--- src/rtl/trng_word_assembler.sv ---
// trng_word_assembler
//   Takes the 1-bit whitened stream from the ring generator and turns it into
//   words. It samples the stream once every DECIM clocks and runs a
//   repetition-count health test on the samples. It packs WORD_W samples into
//   one word, with the first sample in the MSB. Each finished word is handed
//   downstream through a valid/ready handshake.
//
// Ports
//   clk          clock
//   rst          asynchronous, active-high reset
//   en           collection enable (IDLE <-> COLLECT)
//   bit_in       serial sample stream
//   out_data     assembled word, held stable while out_valid && !out_ready
//   out_valid    out_data holds an unconsumed word
//   out_ready    downstream accepts the word when out_valid && out_ready
//   health_clr   in FAIL: return to IDLE; otherwise: clear overflow
//   health_fail  sticky, repetition-count test tripped (state is FAIL)
//   overflow     sticky, a completed word was dropped because of backpressure
module trng_word_assembler #(
    parameter int WORD_W     = 32,
    parameter int DECIM      = 4,
    parameter int RCT_CUTOFF = 32
) (
    input  logic              clk,
    input  logic              rst,
    input  logic              en,
    input  logic              bit_in,
    output logic [WORD_W-1:0] out_data,
    output logic              out_valid,
    input  logic              out_ready,
    input  logic              health_clr,
    output logic              health_fail,
    output logic              overflow
);

    localparam int DW = (DECIM > 1) ? $clog2(DECIM) : 1;
    localparam int BW = $clog2(WORD_W);
    localparam int RW = $clog2(RCT_CUTOFF + 1);

    localparam logic [DW-1:0] DECIM_LAST = DW'(DECIM - 1);
    localparam logic [BW-1:0] BIT_LAST   = BW'(WORD_W - 1);
    localparam logic [RW-1:0] RUN_MAX    = RW'(RCT_CUTOFF);

    typedef enum logic [1:0] {S_IDLE, S_COLLECT, S_FAIL} state_t;

    state_t              r_state;
    state_t              w_state_next;
    logic [DW-1:0]       r_decim_cnt;
    logic [BW-1:0]       r_bit_cnt;
    // The oldest sample is never read again once the word is complete, so the
    // shift register keeps only WORD_W-1 samples. The newest sample is
    // concatenated on at load time.
    logic [WORD_W-2:0]   r_sreg;
    logic                r_run_valid;
    logic                r_last_bit;
    logic [RW-1:0]       r_run_len;
    logic [WORD_W-1:0]   r_out_data;
    logic                r_out_valid;
    logic                r_overflow;

    logic                w_strobe;
    logic [WORD_W-1:0]   w_word;
    logic                w_complete;
    logic                w_repeat;
    logic [RW-1:0]       w_run_next;
    logic                w_trip;
    logic                w_load;
    logic                w_drop;

    // ------------------------------------------------------------------
    // Sampling, health test and load decisions
    // ------------------------------------------------------------------
    always_comb begin
        w_strobe   = (r_state == S_COLLECT) && (r_decim_cnt == DECIM_LAST);
        w_word     = {r_sreg, bit_in};
        w_complete = w_strobe && (r_bit_cnt == BIT_LAST);
        w_repeat   = r_run_valid && (bit_in == r_last_bit);
        if (!w_repeat)
            w_run_next = RW'(1);
        else if (r_run_len == RUN_MAX)
            w_run_next = RUN_MAX;
        else
            w_run_next = r_run_len + RW'(1);
        w_trip = w_strobe && (w_run_next == RUN_MAX);
        // A word that completes on the tripping strobe is thrown away silently.
        // That is a health event, not backpressure, so overflow is not set.
        w_load = w_complete && !w_trip && (!r_out_valid || out_ready);
        w_drop = w_complete && !w_trip && r_out_valid && !out_ready;
    end

    // ------------------------------------------------------------------
    // FSM
    // ------------------------------------------------------------------
    always_ff @(posedge clk or posedge rst) begin
        // NOTE: state is updated with <= so every flop samples pre-edge values.
        if (rst)
            r_state <= S_IDLE;
        else
            r_state <= w_state_next;
    end

    always_comb begin
        // NOTE: the default first keeps every path assigned, so no latch is inferred.
        w_state_next = r_state;
        case (r_state)
            S_IDLE:    if (en) w_state_next = S_COLLECT;
            S_COLLECT: begin
                if (w_trip)
                    w_state_next = S_FAIL;
                else if (!en)
                    w_state_next = S_IDLE;
            end
            S_FAIL:    if (health_clr) w_state_next = S_IDLE;
            default:   w_state_next = S_IDLE;
        endcase
    end

    // ------------------------------------------------------------------
    // Collection datapath: counters, shift register, run tracker.
    // Outside COLLECT, and on a trip, the partial word and the run history
    // are discarded so that the next word is built only from fresh samples.
    // ------------------------------------------------------------------
    always_ff @(posedge clk or posedge rst) begin
        if (rst) begin
            r_decim_cnt <= '0;
            r_bit_cnt   <= '0;
            r_sreg      <= '0;
            r_run_valid <= 1'b0;
            r_last_bit  <= 1'b0;
            r_run_len   <= '0;
        end else if (r_state != S_COLLECT || w_trip) begin
            r_decim_cnt <= '0;
            r_bit_cnt   <= '0;
            r_sreg      <= '0;
            r_run_valid <= 1'b0;
            r_last_bit  <= 1'b0;
            r_run_len   <= '0;
        end else begin
            r_decim_cnt <= (r_decim_cnt == DECIM_LAST) ? '0 : r_decim_cnt + DW'(1);
            if (w_strobe) begin
                r_sreg      <= w_word[WORD_W-2:0];
                r_bit_cnt   <= w_complete ? '0 : r_bit_cnt + BW'(1);
                r_run_valid <= 1'b1;
                r_last_bit  <= bit_in;
                r_run_len   <= w_run_next;
            end
        end
    end

    // ------------------------------------------------------------------
    // Output word register and sticky overflow
    // ------------------------------------------------------------------
    always_ff @(posedge clk or posedge rst) begin
        if (rst) begin
            r_out_data  <= '0;
            r_out_valid <= 1'b0;
            r_overflow  <= 1'b0;
        end else begin
            if (w_trip) begin
                r_out_valid <= 1'b0;
            end else if (w_load) begin
                // A load in the same cycle as a transfer keeps valid high (back-to-back).
                r_out_data  <= w_word;
                r_out_valid <= 1'b1;
            end else if (r_out_valid && out_ready) begin
                r_out_valid <= 1'b0;
            end

            // If a set and a clear happen in the same cycle, the set wins.
            if (w_drop)
                r_overflow <= 1'b1;
            else if (health_clr && r_state != S_FAIL)
                r_overflow <= 1'b0;
        end
    end

    assign out_data    = r_out_data;
    assign out_valid   = r_out_valid;
    assign overflow    = r_overflow;
    assign health_fail = (r_state == S_FAIL);

endmodule

--- config.mk ---
export PLATFORM = sky130hd
export DESIGN_NAME = trng_word_assembler
export DESIGN_NICKNAME = d
export VERILOG_FILES = /design/src/rtl/trng_word_assembler.sv
export SDC_FILE = /design/constraint.sdc
export NUM_CORES = 1
export LEC_CHECK = 0
export CAP_MARGIN = 15
export CORE_MARGIN = 1
export CORE_UTILIZATION = 46
export CTS_CLUSTER_DIAMETER = 60
export CTS_CLUSTER_SIZE = 24
export DETAILED_ROUTE_END_ITERATION = 7
export PLACE_DENSITY = 0.67
export SLEW_MARGIN = 10
export SYNTH_ARGS = -nofsm -noshare
export SYNTH_HDL_FRONTEND = slang
export SYNTH_SLANG_ARGS = --single-unit
--- constraint.sdc ---
create_clock -name clk -period 2.95 [get_ports clk]
set_input_delay 0.295 -clock clk [delete_from_list [all_inputs] [get_ports clk]]
set_output_delay 0.295 -clock clk [all_outputs]
set_load 0.1 [all_outputs]
Yosys cells after proc, flatten, opt, wreduce, memory -nomap -nowiden
Index checks and enable logic that the tools add are counted.
Storage, ports and cells
  input bits: 6
  output and inout bits: 35
  bits in latches: 0
  memory bits (read-only): 0
  memories: 0
  RAM bits: 0
  logic and storage cells: 72
  register bits after elaboration: 82
Cells by class
  magnitude comparators: 0
  bitwise gates (word level): 1
  reductions and logical operators: 21
  shifts and indexed selects: 0
  eq/ne operators: 12
  $mul: 0
  divide/modulo/power cells: 0
  muxes and demuxes: 25
  add/subtract/negate cells: 3
Operators with widths (number)
  31-bit 2-to-1 mux: 2
  6-bit 2-to-1 mux: 4
  5-bit 2-to-1 mux: 3
  6-bit equality test (second input constant): 2
  2-bit 2-to-1 mux: 6
  1-bit logical AND: 10
  1-bit 2-to-1 mux: 9
  6-bit by 1-bit adder with 6-bit output (second input constant): 1
  2-bit inequality test (second input constant): 3
  2-bit one-hot mux with 3 select lines: 1
  5-bit by 1-bit adder with 5-bit output (second input constant): 1
  5-bit equality test (second input constant): 1
  2-bit equality test (second input constant): 2
  2-bit nonzero test: 2
  1-bit logical NOT: 3
  3-bit inequality test (second input constant): 1
  3-bit AND reduction: 1
  3-bit nonzero test: 1
  2-bit by 1-bit adder with 2-bit output (second input constant): 1
  2-bit by 1-bit equality test with 1-bit output (second input constant): 1
  2-bit logical NOT: 1
  1-bit logical OR: 2
  2-bit by 1-bit inequality test with 1-bit output (second input constant): 1
  2-bit AND reduction: 1
  2 further kinds: 2

Depth between registers and ports, before layout
Gate-level depths: netlist of the first run.
  depth in word-level cells: 10
  gate-level depth with buffers: 8
  mapped depth without buffers: 7

Least setup slack after synthesis of the first run
No wires, ideal clock.
  kind: reg-to-reg
  start point: reg r_run_len[0]
  end point: reg r_out_data[0], in the netlist out_data[0]
  path slack: 0.745 ns
  library setup time: 0.126 ns
  arrival: 2.079 ns
  stages on the path, launching flop included: 8
  buffers on the path: 1
  clock period less this slack: 2.205 ns
  data required time: 2.824 ns
  path through: dfrtp_1 > ha_1 > and3b_1 > o21ai_1 > a221oi_4 > a211oi_4 > buf_6 > mux2_4
On the way
  longest elaborated chain between the ends: 9
  elaborated cells between the ends (all ways): 11
  those cells by class: add/sub (1); eq/ne (2); mux (2); bitwise (1); reduce/logical (5)
RTL lines
  from (decl): line 56  | logic [RW-1:0] r_run_len;
  from (signal assigned): line 145  | r_run_len <= w_run_next;
  6-bit by 1-bit adder with 6-bit output or 6-bit equality test (tied branches): line 83, 80
  6-bit 2-to-1 mux *: line 80  | else if (r_run_len == RUN_MAX)
  6-bit 2-to-1 mux *: line 78  | if (!w_repeat)
  6-bit equality test *: line 84  | w_trip = w_strobe && (w_run_next == RUN_MAX);
  1-bit logical AND *: line 84
  1-bit logical NOT: line 87  | w_load = w_complete && !w_trip && (!r_out_valid || out_ready);
  1-bit logical AND (2 in series): line 87
  2-bit AND reduction (no source line) *
  to (signal assigned): line 163  | r_out_data <= w_word;
  to (decl): line 57  | logic [WORD_W-1:0] r_out_data;
Every way passes the cells marked *; elsewhere a longest branch is shown, timed or not.
A chain may end at the register's enable or synchronous reset.

Worst setup path after layout of the first run
  start point: reg r_run_len[1]
  end point: reg r_sreg[6]
On the way
  longest elaborated chain between the ends: 7
  elaborated cells between the ends (all ways): 9
  those cells by class: add/sub (1); eq/ne (2); mux (3); reduce/logical (3)
RTL lines
  6-bit by 1-bit adder with 6-bit output or 6-bit equality test (tied branches): line 83, 80
  6-bit 2-to-1 mux *: line 80
  6-bit 2-to-1 mux *: line 78
  6-bit equality test *: line 84
  1-bit logical AND *: line 84
  1-bit logical OR *: line 131  | end else if (r_state != S_COLLECT || w_trip) begin
  31-bit 2-to-1 mux or 2-bit nonzero test (tied branches)
  to (signal assigned): line 141  | r_sreg <= w_word[WORD_W-2:0];
  to (decl): line 53  | logic [WORD_W-2:0] r_sreg;
Marked as above.

==> summary.txt, run 1 <==
Outcome
  • Status: finished clean

Setup path
  • Ordered cell list for the critical path: ha_1 -> and3b_1 -> o21ai_1 -> a221o_1 -> buf_4 -> nand3_1 -> a21oi_1
  • Worst-path fanout max: 31
  • Data arrival, critical path: 2.70 ns
  • Critical path class: reg2reg
  • Startpoint class of the critical path: register
  • Max stage delay on crit path: 0.45 ns
  • Critical-path top delay cell: dfrtp_1
  • Worst path required time: 3.22 ns
  • Worst-case reg-to-reg path depth: 7
  • CP Capture Type: register

GRT
  • Total track usage: 17.9%
  • Vias in the first global route: 2495
  • Met1 usage: 23.3%
  • GR peak layer: met2
  • Largest net degree at the start of global routing: 76
  • GRT met2 Usage: 29.2%
  • Initial antenna violation count: 0
  • First-pass GRT wire length: 12100 microns
  • Global-route track usage on met3: 5.17%
  • Total gr overflow: 0

Route
  • Antenna viol nets, final: 0
  • WL/cell: 15.1 microns
  • Initial DRT Pass Iterations: 5
  • First DRT Iteration DRCs: 129
  • Via Count: 2559
  • DR DRC count: 0
  • Routed wire length: 7100 microns
  • Avg Vias per Cell: 5.43

Logic synthesis
  • Post-synthesis cell count: 332
  • Register bit total from synthesis: 81
  • Post-synth cell types: 38
  • Syn. warnings: 0
  • Sequential share of the synthesized area: 53.4%
  • Most area-consuming cells after synthesis: dfrtp_1, mux2_4, nand2b_1
  • Synth Cell Area: 3790 sq um
  • Syn_area_per_cell: 11.4 sq um
  • Synth Net Count: 343
  • Synth area leader: dfrtp_1
  • Post-synth top area share: 53.4%

CTS
  • CTS sink count: 81
  • CTS Root Cell: clkbuf_8
  • CTS tree: yes
  • Clock slew at reported path FFs: 0.10 ns
  • Max Root-Sink Buffers: 2
  • CTS buffer count: 9
  • Post-CTS Setup Bufs: 0
  • Clk Latency, worst-skew pair: 0.37 ns
  • CTS Hold Buffers Added: 0
  • CTS H-Tree Depth: 3
  • Post-cts resize count: 0

Layout
  • Fillers: 682
  • Most frequent cells in the layout: dfrtp_1, nand2b_1, a21oi_1, buf_4, nand3_1
  • Nets@finish: 375
  • Area added between synthesis and finish: 15.9%
  • ANT cells: 0
  • Layout cells sized above 1: 26.3%
  • Commonest non-fill, non-tap cell in the layout: dfrtp_1

Hold path
  • Worst hold path class: in2async

Timing
  • Max Freq: 412 MHz
  • Tmin final: 2.43 ns
  • Slew Limit Fails: 0
  • Worst slew pin tran: 0.800 ns
  • Final Setup Violations: 0
  • Setup TNS: 0 ns
  • Worst hold slack: 0.381 ns
  • Final worst-path cycle share: 82.3%
  • Unrepaired setup endpoints after global routing: no
  • Layout Skew: 0.0183 ns
  • Hold Fails Final Rpt: 0
  • Worst slew margin: 46.6%

Flow run
  • Max-cap viol count: 0

Power and ir drop
  • Internal power: 1.57 mW
  • Part of the power in registers: 54.0%
  • Leakage power: 1.97 nW
  • Sw power: 524 uW
  • Pwr dens: 475 nW/um^2
  • Share of total power in the clock network: 40.8%
  • Gate power share: 5.2%
  • Maximum VDD drop: 303 uV
  • Switch share: 25.1%

Die
  • Die Y: 92.8 microns
  • Starting Density: 48.4%
  • Die X: 92.8 microns
  • Site Rows: 32
  • Ports: 41
  • Die ar.: 8620 sq um
  • Core ar.: 7850 sq um

Placement
  • Routability cong.: 0.784
  • HPWL after detailed placement: 4460 microns
  • Buffers on Ports: 40
Yosys cell counts:
master,count
a221oi_4,1
o211a_1,1
buf_1,3
nand3_1,37
clkbuf_1,18
nor2_1,8
and3_1,3
mux2_4,30
ha_1,5
a31oi_1,3
inv_1,6
buf_2,1
nor4b_2,1
a211oi_4,1
buf_6,4
nand2b_1,43
nand3b_1,1
a22o_1,1
nand4_1,9
nand4b_1,1
and2_1,2
o21ai_0,3
o2bb2a_2,1
a21oi_1,40
xnor2_1,1
o31ai_1,1
nand2_1,9
and4b_1,1
o21ai_1,1
a221o_1,2
o211ai_1,1
a21boi_0,1
and3b_1,2
nor3_1,1
nor2b_1,4
mux2_2,3
dfrtp_1,81
o2111ai_1,1
cell type report:
cell class | instances | area [sq um] | share of cell area [%]
sequential | 81 | 2030 | 46.1
multi-input combinational | 219 | 1620 | 36.8
timing repair buffer | 47 | 390 | 8.88
tap | 102 | 128 | 2.90
clock buffer | 9 | 124 | 2.82
clock inverter | 7 | 85.1 | 1.94
inverter | 6 | 23.8 | 0.541
per-stage QoR:
step	std cells	cell area [sq um]	total power, mW	utilization, %	worst slack (ns)
after CTS	471	4400	2.11	56.0	0.515
final	471	4400	2.09	56.0	0.522
after global routing	471	4400	2.17	56.0	0.365
after global placement	455	4190	1.26	53.4	0.617
after detailed placement	455	4190	1.26	53.4	0.544
after floorplan	332	3790	1.23	-	0.575
layer usage:
metal / part of all wire [%] / up-vias
met5: 0 / -
met4: 1.3 / 0
met3: 4.2 / 8
met2: 48 / 50
met1: 46 / 1278
li1: - / 1223
worst max-delay path: cells and delay by family, from the launching register on:
kind | cells | cell delay (ns)
AOI/OAI and AO/OA | 3 | 0.90
adders and majority gates | 1 | 0.27
buffers and inverters | 1 | 0.40
and+or+nand+nor | 2 | 0.31
DFF | 1 | 0.45
sequential cells by signal (all words and copies together) (netlist names):
signal and count:
out_data 32, r_run_len 6, r_run_valid 1, overflow 1, r_sreg 31, r_decim_cnt 2, r_bit_cnt 5, r_state 2
out_valid 1
path summary, 6_finish.rpt:
check | startpoint | to | slack, ns
max reg2reg | r_run_len[1] | r_sreg[6] | 0.52
min in group clk | r_decim_cnt[0] | r_decim_cnt[0] | 0.47
min | rst | r_sreg[15] | 0.38
min reg2reg | r_decim_cnt[0] | r_decim_cnt[0] | 0.47
max in group asynchronous | rst | out_data[9] | 1.92
max | r_run_len[1] | r_sreg[6] | 0.52
power groups by stage:
stage	clock network, mW	registers [mW]	logic [mW]
2_1_floorplan	0	1.15	0.0747
6_report	0.853	1.13	0.109
4_1_cts	0.874	1.13	0.112
3_5_place_dp	0	1.15	0.111
3_3_place_gp	0	1.15	0.111
5_1_grt	0.914	1.13	0.122
cells by family after synthesis:
| logic type | after synthesis | synth area share [%] |
|---|---|---|
| AOI/OAI and AO/OA | 58 | 9.66 |
| xor gates and xnor gates | 1 | 0.231 |
| adders and majority gates | 5 | 1.65 |
| buffers and inverters | 32 | 3.99 |
| DFF | 81 | 53.4 |
| muxes | 33 | 12.8 |
| and+or+nand+nor | 122 | 18.3 |
Power figures use the tool's default switching activity.
==> run 2: changes to the inputs <==
clock period = 2.3 ns   (was 2.95 ns; I/O delays follow)
==> run 2 against run 1 <==
Compared with the run above:
- clock skew decreased by 0.0072 ns
- setup slack got worse by 0.43 ns
- clock power rose by 37%
- fmax rose by 9.9%
- total power is 32% higher
- global-route usage up 0.79 points
- final cell count increased by 1.7%
- routed wire length increased by 4.6%
- register-to-register slack lost 0.43 ns
- critical endpoint is now out_data[28]
- sequential power up 28%
- critical path depth rose by 1
- utilization increased by 1.8 points
==> summary.txt, run 2 (same netlist as run 1, synthesis figures left out) <==
Route
  • WL/cell: 15.5 microns
  • Via Count: 2596
  • Avg Vias per Cell: 5.42
  • DR DRC count: 0
  • Routed wire length: 7430 microns
  • Initial DRT Pass Iterations: 4
  • Antenna viol nets, final: 0
  • First DRT Iteration DRCs: 136

Hold path
  • Worst hold path class: in2async

Die
  • Die X: 92.8 microns
  • Core ar.: 7850 sq um
  • Die Y: 92.8 microns
  • Site Rows: 32
  • Ports: 41
  • Starting Density: 48.4%
  • Die ar.: 8620 sq um

Layout
  • Most frequent cells in the layout: dfrtp_1, buf_4, nand2b_1
  • ANT cells: 0
  • Design Area, Final: 4530 sq um
  • Commonest non-fill, non-tap cell in the layout: dfrtp_1
  • Layout cells sized above 1: 28.6%
  • Fin cells: 479
  • Nets@finish: 384
  • Area added between synthesis and finish: 19.5%
  • Max FFs per register: 32

Power and ir drop
  • Share of total power in the clock network: 42.4%
  • Pwr Total: 2.76 mW
  • Part of the power in registers: 52.3%
  • Internal power: 2.15 mW
  • Maximum VDD drop: 337 uV
  • Pwr dens: 610 nW/um^2
  • Switch share: 22.0%
  • Sw power: 609 uW
  • Leakage power: 2.05 nW
  • Gate power share: 5.3%

Setup path
  • Reg-to-reg endpoint: out_data[28]
  • Setup slack, reg-to-reg: 0.09 ns
  • Startpoint class of the critical path: register
  • R2r startpoint: r_run_len[0]
  • Worst-case reg-to-reg path depth: 8
  • CP Launch Point: r_run_len[0]
  • Worst-path fanout max: 16
  • Critical path class: reg2reg
  • CP Capture Type: register
  • Data arrival, critical path: 2.43 ns
  • Worst path required time: 2.52 ns

Timing
  • Final Setup Violations: 0
  • Setup TNS: 0 ns
  • Tmin final: 2.21 ns
  • Hold Fails Final Rpt: 0
  • Worst slew pin tran: 0.559 ns
  • Max Freq: 452 MHz
  • Slew Limit Fails: 0
  • Worst slew margin: 62.8%
  • Final worst-path cycle share: 96.1%
  • Layout Skew: 0.0111 ns

Placement
  • HPWL after detailed placement: 4510 microns
  • Inst Count DP: 461
  • Buffers on Ports: 40
  • Routability cong.: 0.908
  • Post-DP Area: 4250 sq um

CTS
  • CTS sink count: 81
  • Max Root-Sink Buffers: 2
  • Clk Latency, worst-skew pair: 0.34 ns
  • CTS Hold Buffers Added: 0
  • CTS H-Tree Depth: 3
  • Clock slew at reported path FFs: 0.08 ns
  • CTS buffer count: 9
  • CTS Root Cell: clkbuf_8
  • CTS tree: yes

GRT
  • First-pass GRT wire length: 12600 microns
  • Total gr overflow: 0
  • Initial antenna violation count: 0
  • Vias in the first global route: 2563
  • Total track usage: 18.7%
  • Largest net degree at the start of global routing: 72

Outcome
  • Status: finished clean

Flow run
  • Max-cap viol count: 0
-- run 2: worst max path at each step --
stage	end	slack, ns	depth (start not counted)
2_1_floorplan	out_data[0]	0.1	7
3_3_place_gp	out_data[30]	0.04	8
3_5_place_dp	out_data[30]	-0.02	8
4_1_cts	out_data[0]	0.005	9
5_1_grt	out_data[27]	-0.01	8
6_report	out_data[28]	0.09	8
-- run 2: stage by stage --
step                      hold WS, ns  util, %  worst slack [ns]
after floorplan                 0.339        -            0.0951
after global placement          0.434     54.1            0.0351
after detailed placement        0.440     54.1           -0.0191
after CTS                       0.233     57.9           0.00507
after global routing            0.251     57.8           -0.0137
final                           0.229     57.8            0.0900
-- run 2: power by group through the flow --
| stage | logic (mW) | registers [mW] | clock network (mW) |
|---|---|---|---|
| CTS | 0.148 | 1.45 | 1.20 |
| finish | 0.147 | 1.45 | 1.17 |
| global placement | 0.142 | 1.47 | 0 |
| floorplan | 0.0961 | 1.48 | 0 |
| detailed placement | 0.144 | 1.47 | 0 |
| global route | 0.163 | 1.45 | 1.26 |
-- run 2: per-layer routing --
layer  part of all wire, %  track usage [%]  vias up  routed length [microns]
li1                      -                -     1241                        -
met5                     0                0        -                        0
met2                    47             29.5       48                     3520
met1                    48             25.5     1300                     3550
met4                   1.2             8.21        0                       86
met3                   3.5             3.04        7                      263
-- run 2: timing repair --
action,4_1_cts,5_1_grt
gates resized for setup,2,10
endpoints found under the setup margin,9,32
buffers inserted,4,0
gates cloned,1,0
pin swaps,2,3
-- run 2: final cells by class --
type | instances | area, sq um
Fill cell | 689 | 3310
Sequential cell | 81 | 2030
Multi-Input combinational cell | 219 | 1640
Timing Repair Buffer | 56 | 483
Clock buffer | 11 | 151
Tap cell | 102 | 128
Clock inverter | 4 | 76.3
Inverter | 6 | 26.3
-- run 2: critical path, cell delays in order, from the launching register on --
cell and delay (ns):
dfrtp_1 0.43, inv_2 0.07, ha_1 0.14, nor4b_4 0.29, o2bb2a_4 0.22, a221oi_4 0.31, a211oi_4 0.13, buf_12 0.18
mux2_4 0.30
